===== src/rtl/instruction_fetch_if.sv =====
// Signal bundle between the fetch stage, the instruction memory, the hazard/branch
// logic and the decode stage. The fetch stage uses the master modport.
interface instruction_fetch_if;
  logic        MemConflict;
  logic        stall_i;
  logic        branch_valid;
  logic [15:0] branch_target;
  logic [15:0] imem_pc;
  logic [15:0] imem_instr;
  logic [15:0] if_id_instr;
  logic [15:0] if_id_pc;
  logic        if_id_valid;
  logic [1:0]  fetch_state;
  logic [15:0] fetch_count;

  modport master (
    input  MemConflict,
    input  stall_i,
    input  branch_valid,
    input  branch_target,
    input  imem_instr,
    output imem_pc,
    output if_id_instr,
    output if_id_pc,
    output if_id_valid,
    output fetch_state,
    output fetch_count
  );

  modport slave (
    output MemConflict,
    output stall_i,
    output branch_valid,
    output branch_target,
    output imem_instr,
    input  imem_pc,
    input  if_id_instr,
    input  if_id_pc,
    input  if_id_valid,
    input  fetch_state,
    input  fetch_count
  );
endinterface


===== src/rtl/instruction_fetch.sv =====
// Instruction fetch stage: owns the PC, reads a zero-latency instruction memory and loads
// the IF/ID register, handling memory conflicts, decode stalls and branch redirects.
module instruction_fetch #(
  parameter logic [15:0] RESET_PC = 16'h0000,
  parameter logic [15:0] PC_STEP  = 16'd4,
  parameter logic [15:0] NOP_WORD = 16'h0800
) (
  input  logic                clk,
  input  logic                rst,
  instruction_fetch_if.master bus
);

  typedef enum logic [1:0] {
    StRun      = 2'b00,
    StConflict = 2'b01,
    StFlushed  = 2'b10,
    StIllegal  = 2'b11
  } state_e;

  logic [15:0] r_pc;
  logic [15:0] r_instr;
  logic [15:0] r_if_pc;
  logic        r_valid;
  logic [15:0] r_count;
  state_e      r_state;

  logic [15:0] w_pc_d;
  logic [15:0] w_instr_d;
  logic [15:0] w_if_pc_d;
  logic        w_valid_d;
  logic [15:0] w_count_d;
  state_e      w_state_d;

  always_ff @(posedge clk or negedge rst) begin
    if (!rst) begin
      r_pc    <= RESET_PC;
      r_instr <= NOP_WORD;
      r_if_pc <= 16'h0000;
      r_valid <= 1'b0;
      r_count <= 16'h0000;
      r_state <= StRun;
    end else begin
      r_pc    <= w_pc_d;
      r_instr <= w_instr_d;
      r_if_pc <= w_if_pc_d;
      r_valid <= w_valid_d;
      r_count <= w_count_d;
      r_state <= w_state_d;
    end
  end

  // The next state depends only on this cycle's events; the current state is purely
  // reported, so an illegal encoding falls back to a valid one on the next edge.
  always_comb begin
    w_pc_d    = r_pc;
    w_instr_d = r_instr;
    w_if_pc_d = r_if_pc;
    w_valid_d = r_valid;
    w_count_d = r_count;
    w_state_d = StRun;

    if (bus.branch_valid) begin
      w_pc_d    = bus.branch_target;
      w_instr_d = NOP_WORD;
      w_if_pc_d = 16'h0000;
      w_valid_d = 1'b0;
      w_state_d = bus.MemConflict ? StConflict : StFlushed;
    end else if (bus.MemConflict) begin
      // With decode stalled, IF/ID keeps its instruction instead of taking a bubble.
      if (!bus.stall_i) begin
        w_instr_d = NOP_WORD;
        w_if_pc_d = 16'h0000;
        w_valid_d = 1'b0;
      end
      w_state_d = StConflict;
    end else if (bus.stall_i) begin
      w_state_d = StRun;
    end else begin
      w_instr_d = bus.imem_instr;
      w_if_pc_d = r_pc;
      w_valid_d = 1'b1;
      w_pc_d    = r_pc + PC_STEP;
      w_count_d = r_count + 16'd1;
      w_state_d = StRun;
    end
  end

  assign bus.imem_pc     = r_pc;
  assign bus.if_id_instr = r_instr;
  assign bus.if_id_pc    = r_if_pc;
  assign bus.if_id_valid = r_valid;
  assign bus.fetch_count = r_count;
  assign bus.fetch_state = r_state;

endmodule


===== src/flat_wrapper.sv =====
// flat-port wrapper written by rule: the top's interface ports become plain ports
module instruction_fetch_flat 
#(
  parameter logic [15:0] RESET_PC = 16'h0000,
  parameter logic [15:0] PC_STEP  = 16'd4,
  parameter logic [15:0] NOP_WORD = 16'h0800
)
  (clk, rst, bus_MemConflict, bus_stall_i, bus_branch_valid, bus_branch_target, bus_imem_instr, bus_imem_pc, bus_if_id_instr, bus_if_id_pc, bus_if_id_valid, bus_fetch_state, bus_fetch_count);
  instruction_fetch_if bus_i ();
  input  logic clk;
  input  logic rst;
  input wire logic [$bits(bus_i.MemConflict)-1:0] bus_MemConflict;
  input wire logic [$bits(bus_i.stall_i)-1:0] bus_stall_i;
  input wire logic [$bits(bus_i.branch_valid)-1:0] bus_branch_valid;
  input wire logic [$bits(bus_i.branch_target)-1:0] bus_branch_target;
  input wire logic [$bits(bus_i.imem_instr)-1:0] bus_imem_instr;
  output wire logic [$bits(bus_i.imem_pc)-1:0] bus_imem_pc;
  output wire logic [$bits(bus_i.if_id_instr)-1:0] bus_if_id_instr;
  output wire logic [$bits(bus_i.if_id_pc)-1:0] bus_if_id_pc;
  output wire logic [$bits(bus_i.if_id_valid)-1:0] bus_if_id_valid;
  output wire logic [$bits(bus_i.fetch_state)-1:0] bus_fetch_state;
  output wire logic [$bits(bus_i.fetch_count)-1:0] bus_fetch_count;
  assign bus_i.MemConflict = bus_MemConflict;
  assign bus_i.stall_i = bus_stall_i;
  assign bus_i.branch_valid = bus_branch_valid;
  assign bus_i.branch_target = bus_branch_target;
  assign bus_i.imem_instr = bus_imem_instr;
  assign bus_imem_pc = bus_i.imem_pc;
  assign bus_if_id_instr = bus_i.if_id_instr;
  assign bus_if_id_pc = bus_i.if_id_pc;
  assign bus_if_id_valid = bus_i.if_id_valid;
  assign bus_fetch_state = bus_i.fetch_state;
  assign bus_fetch_count = bus_i.fetch_count;
  instruction_fetch #(.RESET_PC(RESET_PC), .PC_STEP(PC_STEP), .NOP_WORD(NOP_WORD)) u_core (.clk(clk), .rst(rst), .bus(bus_i));
endmodule

===== config.mk =====
export PLATFORM = sky130hd
export DESIGN_NAME = instruction_fetch_flat
export DESIGN_NICKNAME = d
export VERILOG_FILES = /design/src/rtl/instruction_fetch_if.sv /design/src/rtl/instruction_fetch.sv /design/src/flat_wrapper.sv
export SDC_FILE = /design/constraint.sdc
export NUM_CORES = 1
export LEC_CHECK = 0
export BUFFER_PORTS_ARGS = -buffer_cell sky130_fd_sc_hd__buf_2
export CAP_MARGIN = 10
export CORE_MARGIN = 2
export CORE_UTILIZATION = 55
export CTS_BUF_LIST = sky130_fd_sc_hd__clkbuf_4
export DETAILED_ROUTE_END_ITERATION = 10
export PLACE_DENSITY = 0.88
export SETUP_SLACK_MARGIN = 0.3
export SLEW_MARGIN = 20
export SYNTH_ARGS = -nofsm -noshare
export SYNTH_HDL_FRONTEND = slang
export SYNTH_SLANG_ARGS = --single-unit

===== constraint.sdc =====
create_clock -name clk -period 4.7 [get_ports clk]
set_input_delay 0.235 -clock clk [delete_from_list [all_inputs] [get_ports clk]]
set_output_delay 0.235 -clock clk [all_outputs]
set_load 0.01 [all_outputs]

Yosys cells after proc, flatten, opt, wreduce, memory -nomap -nowiden. Index checks and enable logic that the tools add are counted.

Bits in registers: 67. Latch bits: 0. RAM bits: 0. Bits in read-only memories: 0. Input bits: 37. Word-level logic and storage cells: 33. Memories: 0.

$add $sub $neg: 2. Multiply operators: 0. Divide/modulo/power cells: 0. Order comparisons: 0. Eq/ne operators: 2. Shift-type cells: 0. Multiplexer cells: 18. Bitwise operators: 3. Reduce and logical (&&, ||, !) cells: 2.

Operators by type and width (number): $mux W16 (11); $add A16 B1 Y16 const B (1); $add A16 B3 Y16 const B (1); $mux W1 (5); $mux W2 (2); $ne A2 B1 Y1 const B (2); $not A1 Y1 (3); $reduce_and A3 Y1 (1); $reduce_and A2 Y1 (1).

Depth between registers and ports, before layout. Gate-level depths: netlist (run 1).

Word-level depth: 4. Gate-level depth with buffers: 6.

Worst setup path after synthesis (run 1). OpenSTA, ideal clock, no wires.

Kind: register -> register. From: reg u_core.r_count[0] (netlist: u_core.bus.fetch_count[0]). To: reg u_core.r_count[12] (netlist: u_core.bus.fetch_count[12]). Arrival: 1.655 ns. Required time: 4.575 ns. Path slack: 2.920 ns. Cell stages (with the launch flop): 6. Clock period less this slack: 1.780 ns. Path through: dfrtp_1 ha_1 or4b_4 nor4_4 nand4_1 xnor2_1.

Word-level cells in the longest chain between the ends: 1.

Ends and longest elaborated chain: start: declaration (line instruction_fetch.sv:24) `logic [15:0] r_count;`; start signal: assignment (line instruction_fetch.sv:47) `r_count <= w_count_d;`; $add A16 B1 Y16 (line instruction_fetch.sv:83) `w_count_d = r_count + 16'd1;`.

Every way passes these cells. A chain may end at the register's enable or synchronous reset.

Worst setup path after layout (run 1). Ends and elaborated chain as after synthesis.

==> results of run 1 <==
-- cell families (layout without fill, tap and decap cells) --
kind of cell / count (synthesis) / in the layout
flip-flops: 67 / 67
adder cells (fa/ha/maj): 2 / 2
buffers and inverters: 19 / 128
XOR/XNOR: 26 / 26
AND/OR/NAND/NOR: 76 / 76
AO/OA/AOI/OAI: 45 / 45
multiplexers: 5 / 5
-- through the flow --
stage	utilization [%]	total power [W]	hold slack, ns	area, um2	setup WS [ns]
after floorplan	-	0.000774	-0.0606	2830	2.92
after global placement	67.2	0.000864	0.231	3390	2.74
after detailed placement	67.3	0.000872	0.245	3390	2.67
after CTS	70.6	0.00130	0.00840	3560	2.79
after global routing	70.6	0.00134	0.0237	3560	2.66
final	70.6	0.00129	0.0346	3560	2.80
-- critical path: stages, from the launching register on --
cell     delay (ns)
dfrtp_1        0.47
ha_1           0.18
or4b_4         0.51
nor4_4         0.33
nand4_1        0.15
xnor2_1        0.14
-- power by group --
group	total (W)	internal, W	switching [W]
Clock	0.000422	0.000231	0.000190
Sequential	0.000679	0.000620	0.0000582
Combinational	0.000185	0.0000831	0.000102
Total	0.00129	0.000934	0.000351
-- placed cells by master, fill, tap and decap left out, types with 2 or more instances in the layout --
| cell | count |
|---|---|
| nand3_1 | 8 |
| nor3_1 | 4 |
| xnor2_1 | 17 |
| o21ai_0 | 13 |
| nand2_1 | 30 |
| nor3_2 | 2 |
| ha_1 | 2 |
| xor2_1 | 9 |
| dfrtp_1 | 66 |
| nor4_1 | 4 |
| buf_2 | 103 |
| nand4_1 | 9 |
| clkbuf_4 | 12 |
| clkinv_1 | 2 |
| bufinv_16 | 2 |
| mux2_2 | 3 |
| a22o_1 | 28 |
| o21ai_1 | 2 |
| inv_1 | 6 |
| nor2b_1 | 2 |
| nor4_4 | 2 |
| nor2_1 | 7 |
| mux2i_1 | 2 |
| buf_4 | 2 |
-- how the worst max path moves through the flow --
stage,end,cells after the start,from
after floorplan,u_core.bus.fetch_count[12]$_DFFE_PN0P_,5,u_core.bus.fetch_count[0]$_DFFE_PN0P_
after detailed placement,u_core.bus.fetch_count[15]$_DFFE_PN0P_,5,bus_branch_valid
after CTS,u_core.bus.fetch_count[12]$_DFFE_PN0P_,5,u_core.bus.fetch_count[0]$_DFFE_PN0P_
after global placement,u_core.bus.fetch_count[15]$_DFFE_PN0P_,5,bus_branch_valid
after global routing,u_core.bus.fetch_count[12]$_DFFE_PN0P_,5,u_core.bus.fetch_count[0]$_DFFE_PN0P_
final,u_core.bus.fetch_count[12]$_DFFE_PN0P_,5,u_core.bus.fetch_count[0]$_DFFE_PN0P_
-- per-layer routing --
layer  routed length [um]  GRT usage, %
met5                    0             0
met4                  115          10.9
met3                  445          4.37
met2                 2860          34.4
met1                 2800          30.8
-- state kept, by name, indices dropped and copies added (netlist names) --
register and count:
u_core.bus.fetch_count 16, u_core.bus.fetch_state 2, u_core.bus.if_id_instr 16, u_core.bus.if_id_pc 16, u_core.bus.if_id_valid 1, u_core.bus.imem_pc 16
-- layout make-up --
type                       instances  share of cell area (%)
sequential                        67                    47.1
multi-input combinational        154                    30.2
timing repair buffer             106                    15.2
clock buffer                      12                    2.53
tap                               70                    2.46
clock inverter                     4                    1.90
inverter                           6                   0.632
==> reports/metrics.yaml, run 1 <==
outcome:
  outcome: "completed"
timing:
  maxClockFrequency_mhz: 526
  report.final.hold_viol_count: 0
  tightestPinTransition_ns: 0.782
  finalSetupViolCount: 0
  timing.clock.skew_ns: 0.00912
  slew_headroom_pct: 47.8
  timing_max_transition_violations_final: 0
  period_minus_slack_ns: 1.90
  unrepaired_setup_endpoints_after_global_routing: "no"
  setup_total_negative_slack_ns: 0
  fin_crit_sh_pct: 40.4
pwr:
  power-per-cell-area_mw_per_mm2: 361
  ir_worst_vdd_mv: 0.201
  leakagePower_nw: 1.86
global_route:
  globalRouteOverflowTotal: 0
  grt_pass1_wl_mm: 9.48
  gr-usage-all-layers_pct: 22.4
  first_global_vias: 2053
  grt_antenna_before_repair: 0
  grt_start_max_net_pins: 44
critical_path:
  timing.critical_path.arrival_ns: 2.18
  worstPathMaxFanout: 5
  timing.critical_path.from_type: "register"
  worst-r2r-setup-slack_ns: 2.80
  regToRegEndpoint: "u_core.bus.fetch_count[12]$_DFFE_PN0P_"
  end_kind: "register"
  cp_data_required_time_ns: 4.98
  regToRegStartpoint: "u_core.bus.fetch_count[0]$_DFFE_PN0P_"
  worst_setup_path_class: "reg -> reg"
  number_of_cell_instances_on_the_worst_register_to_register_path: 5
yosys:
  synth_top_cells_by_area: "dfrtp_1 58%, a22o_1 8.7%, xnor2_1 5.3%, nand2_1 4.0%, xor2_1 2.8%"
  synth_top_cell_by_area: "dfrtp_1"
  synth_cell_types: 31
  multiplexer_fraction_of_the_synthesized_cell_area_pct: 1.90
  post_synth_and_or_nand_nor_area_fraction_pct: 14.9
  count_of_yosys_warnings_during_synthesis: 0
  ys_dominant_reg_cell: "dfrtp_1"
  number_of_instances_in_the_synthesized_netlist: 240
  synth_top_family_by_area: "simple AND/OR/NAND/NOR gates"
  syn_area_mm2: 0.00283
  synth_top_cells_by_count: "66 x dfrtp_1, 30 x nand2_1, 28 x a22o_1"
  synth_compound_gate_area_share_pct: 11.9
  synth_xor_xnor_area_share_pct: 8.06
  syn-num-nets: 279
  synth_sequential_area_ratio_pct: 59.4
  yosys.area_share.adder_pct: 0.885
  synthDominantCellAreaShare_pct: 58.4
  post_synthesis_average_cell_area_um2: 11.8
  yosys_register_bits: 67
  synth-edff-count: 0
  ffs_w_async_s_r_synth_pct: 100
  count_leader_synth: "dfrtp_1"
detailed_routing:
  drt-initial-drc-count: 120
  route.detailed.drc: 0
  drt-vias-per-instance: 5.39
  postRouteAntennaNets: 0
  finalWirelength_mm: 6.22
  drt_first_pass_iters: 4
  num_vias: 2259
  detail_route.wl_per_cell_um: 14.8
placed_design:
  dp.cells: 402
  io_buffers: 103
  detailed_place_hpwl_mm: 4.34
  final_replace_weighted_congestion: 0.873
floorplan:
  initial_core_util_pct: 56.1
  dieWidth_um: 75.7
  die_height_um: 75.7
  core-area_mm2: 0.00504
  die_area_mm2: 0.00573
  design.portCount: 104
  fp-row-count: 26
cts:
  tritoncts: "done"
  cts.clk_slew.worst_paths_ns: 0.11
  worst_skew_pair.late_latency_ns: 0.39
  cts_root_buf: "clkbuf_4"
  max-clock-path-buffers: 2
  cts_resized: 0
  htreeDepth: 3
  cts_num_sinks: 67
  postCtsSetupRepairBufs: 0
  numCtsBuffers: 9
  hold_buffers: 1
hold_path:
  min_path_type: "in -> reg"
  holdCritStartpoint: "bus_MemConflict"
  hold_path_end: "u_core.bus.fetch_state[0]$_DFF_PN0_"
  worstHoldPathCells: 1
final_layout:
  final-seq-area_mm2: 0.00168
  multi_input_area_mm2: 0.00107
  final.fill_count: 372
  area.growth.synth_to_final_pct: 26.0
  layout-drive-gt1-share_pct: 37.0
  net_count_reported_at_finish: 383
  antenna_fix_cells: 0
  post_layout_nonfiller_instances: 419
job:
  cap_viol_max_count: 0
No activity file was read; power rests on OpenSTA's default activity.
==> run 2, diff against run 1 <==
ABC_AREA = 1   (was default)
CORE_UTILIZATION = 47   (was 55)
PLACE_DENSITY = 0.78   (was 0.88)
clock period = 1.68 ns   (was 4.7 ns; I/O delays follow)
==> reports/metrics.yaml, run 2 <==
outcome:
  outcome: "completed"
global_route:
  first_global_vias: 3055
  groute.layer.met3.usage_pct: 4.52
  grt_pass1_wl_mm: 14.8
  grt_start_max_net_pins: 34
  gr-usage-all-layers_pct: 25.7
  globalRouteOverflowTotal: 0
  global_route.usage.met2_pct: 43.7
  gr-usage-met1_pct: 32.6
  grt_antenna_before_repair: 0
  grt_busiest_layer: "met2"
critical_path:
  cp_data_required_time_ns: 1.98
  timing.critical_path.arrival_ns: 1.66
  timing.critical_path.from_type: "register"
  crit_path_buffers_inverters: 0
  worst_setup_path_class: "reg -> reg"
  slowest_stage: "dfrtp_1"
  cp_cell_sequence: "nand3_1 > nor2_4 > nand2_1 > o21ai_1 > nand3b_1"
  end_kind: "register"
  crit_family: "simple AND/OR/NAND/NOR gates"
  worstPathMaxFanout: 5
  crit_path_max_incr_delay_ns: 0.44
pwr:
  clock_power_share_pct: 32.1
  pwr-share-seq_pct: 46.1
  power.net_switching_w: 0.00126
  power.share.combinational_pct: 21.8
  power.internal_w: 0.00294
  power-per-cell-area_mw_per_mm2: 943
  net_switching_fraction_of_the_power_pct: 30.1
  leakagePower_nw: 2.30
  totalPowerFinal_w: 0.00420
  ir_worst_vdd_mv: 0.868
timing:
  report.final.hold_viol_count: 0
  maxClockFrequency_mhz: 735
  timing_max_transition_violations_final: 0
  period_minus_slack_ns: 1.36
  slew_headroom_pct: 76.8
  setup_total_negative_slack_ns: 0
  tightestPinTransition_ns: 0.349
  fin_crit_sh_pct: 81.0
  unrepaired_setup_endpoints_after_global_routing: "yes"
  timing.clock.skew_ns: 0.0109
  finalSetupViolCount: 0
placed_design:
  final_replace_weighted_congestion: 0.868
  detailed_place_hpwl_mm: 5.92
  io_buffers: 103
floorplan:
  initial_core_util_pct: 49.1
  core-area_mm2: 0.00639
  dieWidth_um: 85.7
  fp-row-count: 29
  design.portCount: 104
  die_area_mm2: 0.00734
  die_height_um: 85.7
cts:
  cts.clk_slew.worst_paths_ns: 0.10
  cts_root_buf: "clkbuf_4"
  cts_num_sinks: 67
  worst_skew_pair.late_latency_ns: 0.41
  htreeDepth: 3
  tritoncts: "done"
  numCtsBuffers: 9
  max-clock-path-buffers: 2
detailed_routing:
  detail_route.wl_per_cell_um: 15.6
  num_vias: 3121
  route.detailed.drc: 0
  finalWirelength_mm: 9.26
  drt-initial-drc-count: 114
  drt-vias-per-instance: 5.27
  drt_first_pass_iters: 4
  postRouteAntennaNets: 0
yosys:
  number_of_instances_in_the_synthesized_netlist: 356
  count_leader_synth: "nand2_1"
  synthDominantCellAreaShare_pct: 52.7
  count_of_yosys_warnings_during_synthesis: 0
  synth-edff-count: 0
  synth_top_cells_by_count: "95 x nand2_1, 66 x dfrtp_1, 36 x nor2_1"
  post_synthesis_average_cell_area_um2: 8.80
  synth_cell_types: 33
  ffs_w_async_s_r_synth_pct: 100
  synth_sequential_area_ratio_pct: 53.5
  synth_top_cell_by_area: "dfrtp_1"
  synth_top_cells_by_area: "dfrtp_1 53%, nand2_1 11%, a22o_1 4.8%, nor2_1 4.3%, inv_1 3.6%"
  ys_dominant_reg_cell: "dfrtp_1"
  yosys_register_bits: 67
  syn-num-nets: 395
  syn_area_mm2: 0.00313
final_layout:
  net_count_reported_at_finish: 549
  area.growth.synth_to_final_pct: 42.2
  utilization_pct: 69.8
  layout-drive-gt1-share_pct: 33.4
  antenna_fix_cells: 0
  final_common_cell: "buf_2"
  layout.cells.most_common_list: "103 x buf_2, 91 x nand2_1, 61 x dfrtp_1"
hold_path:
  min_path_type: "in -> reg"
job:
  cap_viol_max_count: 0
[run 2: cell types whose count changed after synthesis, sizes merged, moves of 11 or more]
cell,delta
nand2,+67
nor2,+36
inv,+27
o21ai,+16
xnor2,-13
a22o,-11
[run 2: power groups by stage]
| stage | combinational, W | sequential [W] | clock, W |
|---|---|---|---|
| 2_1_floorplan | 0.000355 | 0.00199 | 0 |
| 3_3_place_gp | 0.000705 | 0.00195 | 0 |
| 3_5_place_dp | 0.000714 | 0.00196 | 0 |
| 4_1_cts | 0.000806 | 0.00193 | 0.00137 |
| 5_1_grt | 0.00100 | 0.00196 | 0.00145 |
| 6_report | 0.000914 | 0.00194 | 0.00135 |
[run 2: stage by stage]
step	hold WS (ns)	area [um2]	std cells	setup slack [ns]
detailed placement	0.00861	3760	531	0.236
finish	0.0128	4460	592	0.319
global placement	0.00712	3760	531	0.282
floorplan	-0.212	3140	356	0.310
global route	0.0520	4460	592	0.245
CTS	0.00534	4310	583	0.304
[run 2: worst reg2reg max path: stages (launching register included)]
cell	delay [ns]
dfrtp_1	0.44
nand3_1	0.19
nor2_4	0.18
nand2_1	0.15
o21ai_1	0.19
nand3b_1	0.09
[run 2: repair_timing]
| action | in CTS | in global routing |
|---|---|---|
| resized for setup | 5 | 27 |
| hold buffers | 33 | 0 |
| endpoints found under the hold margin | 98 | 0 |
| pin swaps | 0 | 5 |
| endpoints found under the setup margin | 5 | 11 |
| setup buffers | 3 | 9 |
[run 2: layout make-up]
cell class              instances  area (um2)
inverters                      33         124
clock buffers                  10        75.1
flip-flops and latches         67        1680
fillers                       511        1930
multi-input cells             243        1350
repair buffers                156        1020
well taps                      77        96.3
clock inverters                 6         104
[run 2: path summary, 6_finish.rpt]
check                                                         from                                      to  slack (ns)  cells after the start
worst max-delay path             u_core.bus.imem_pc[3]$_DFFE_PN0P_      u_core.bus.imem_pc[13]$_DFFE_PN0P_        0.32                      5
worst min-delay path                         bus_branch_target[15]      u_core.bus.imem_pc[15]$_DFFE_PN0P_        0.01                      5
worst max register to register   u_core.bus.imem_pc[3]$_DFFE_PN0P_      u_core.bus.imem_pc[13]$_DFFE_PN0P_        0.32                      5
worst min register to register  u_core.bus.if_id_valid$_DFFE_PN0P_      u_core.bus.if_id_valid$_DFFE_PN0P_        0.49                      2
max in group asynchronous                                      rst  u_core.bus.if_id_instr[11]$_DFFE_PN1P_        1.00                      3
min in group asynchronous                                      rst  u_core.bus.if_id_instr[15]$_DFFE_PN0P_        0.13                      2
[run 2: cells by family (layout without fill, tap and decap cells)]
logic type	count (synthesis)	count (layout)	share of synthesized area, %
compound gates	61	61	12.7
flops	67	67	53.5
buf+inv	46	205	6.19
simple gates	170	170	24.0
fa+ha+maj	2	2	0.798
xor+xnor	10	10	2.79
[run 2: metal layers]
layer	share of wire, %	routed length [um]
met1	41	3770
met2	49	4560
met3	8.1	751
met4	2.0	184
met5	0	0
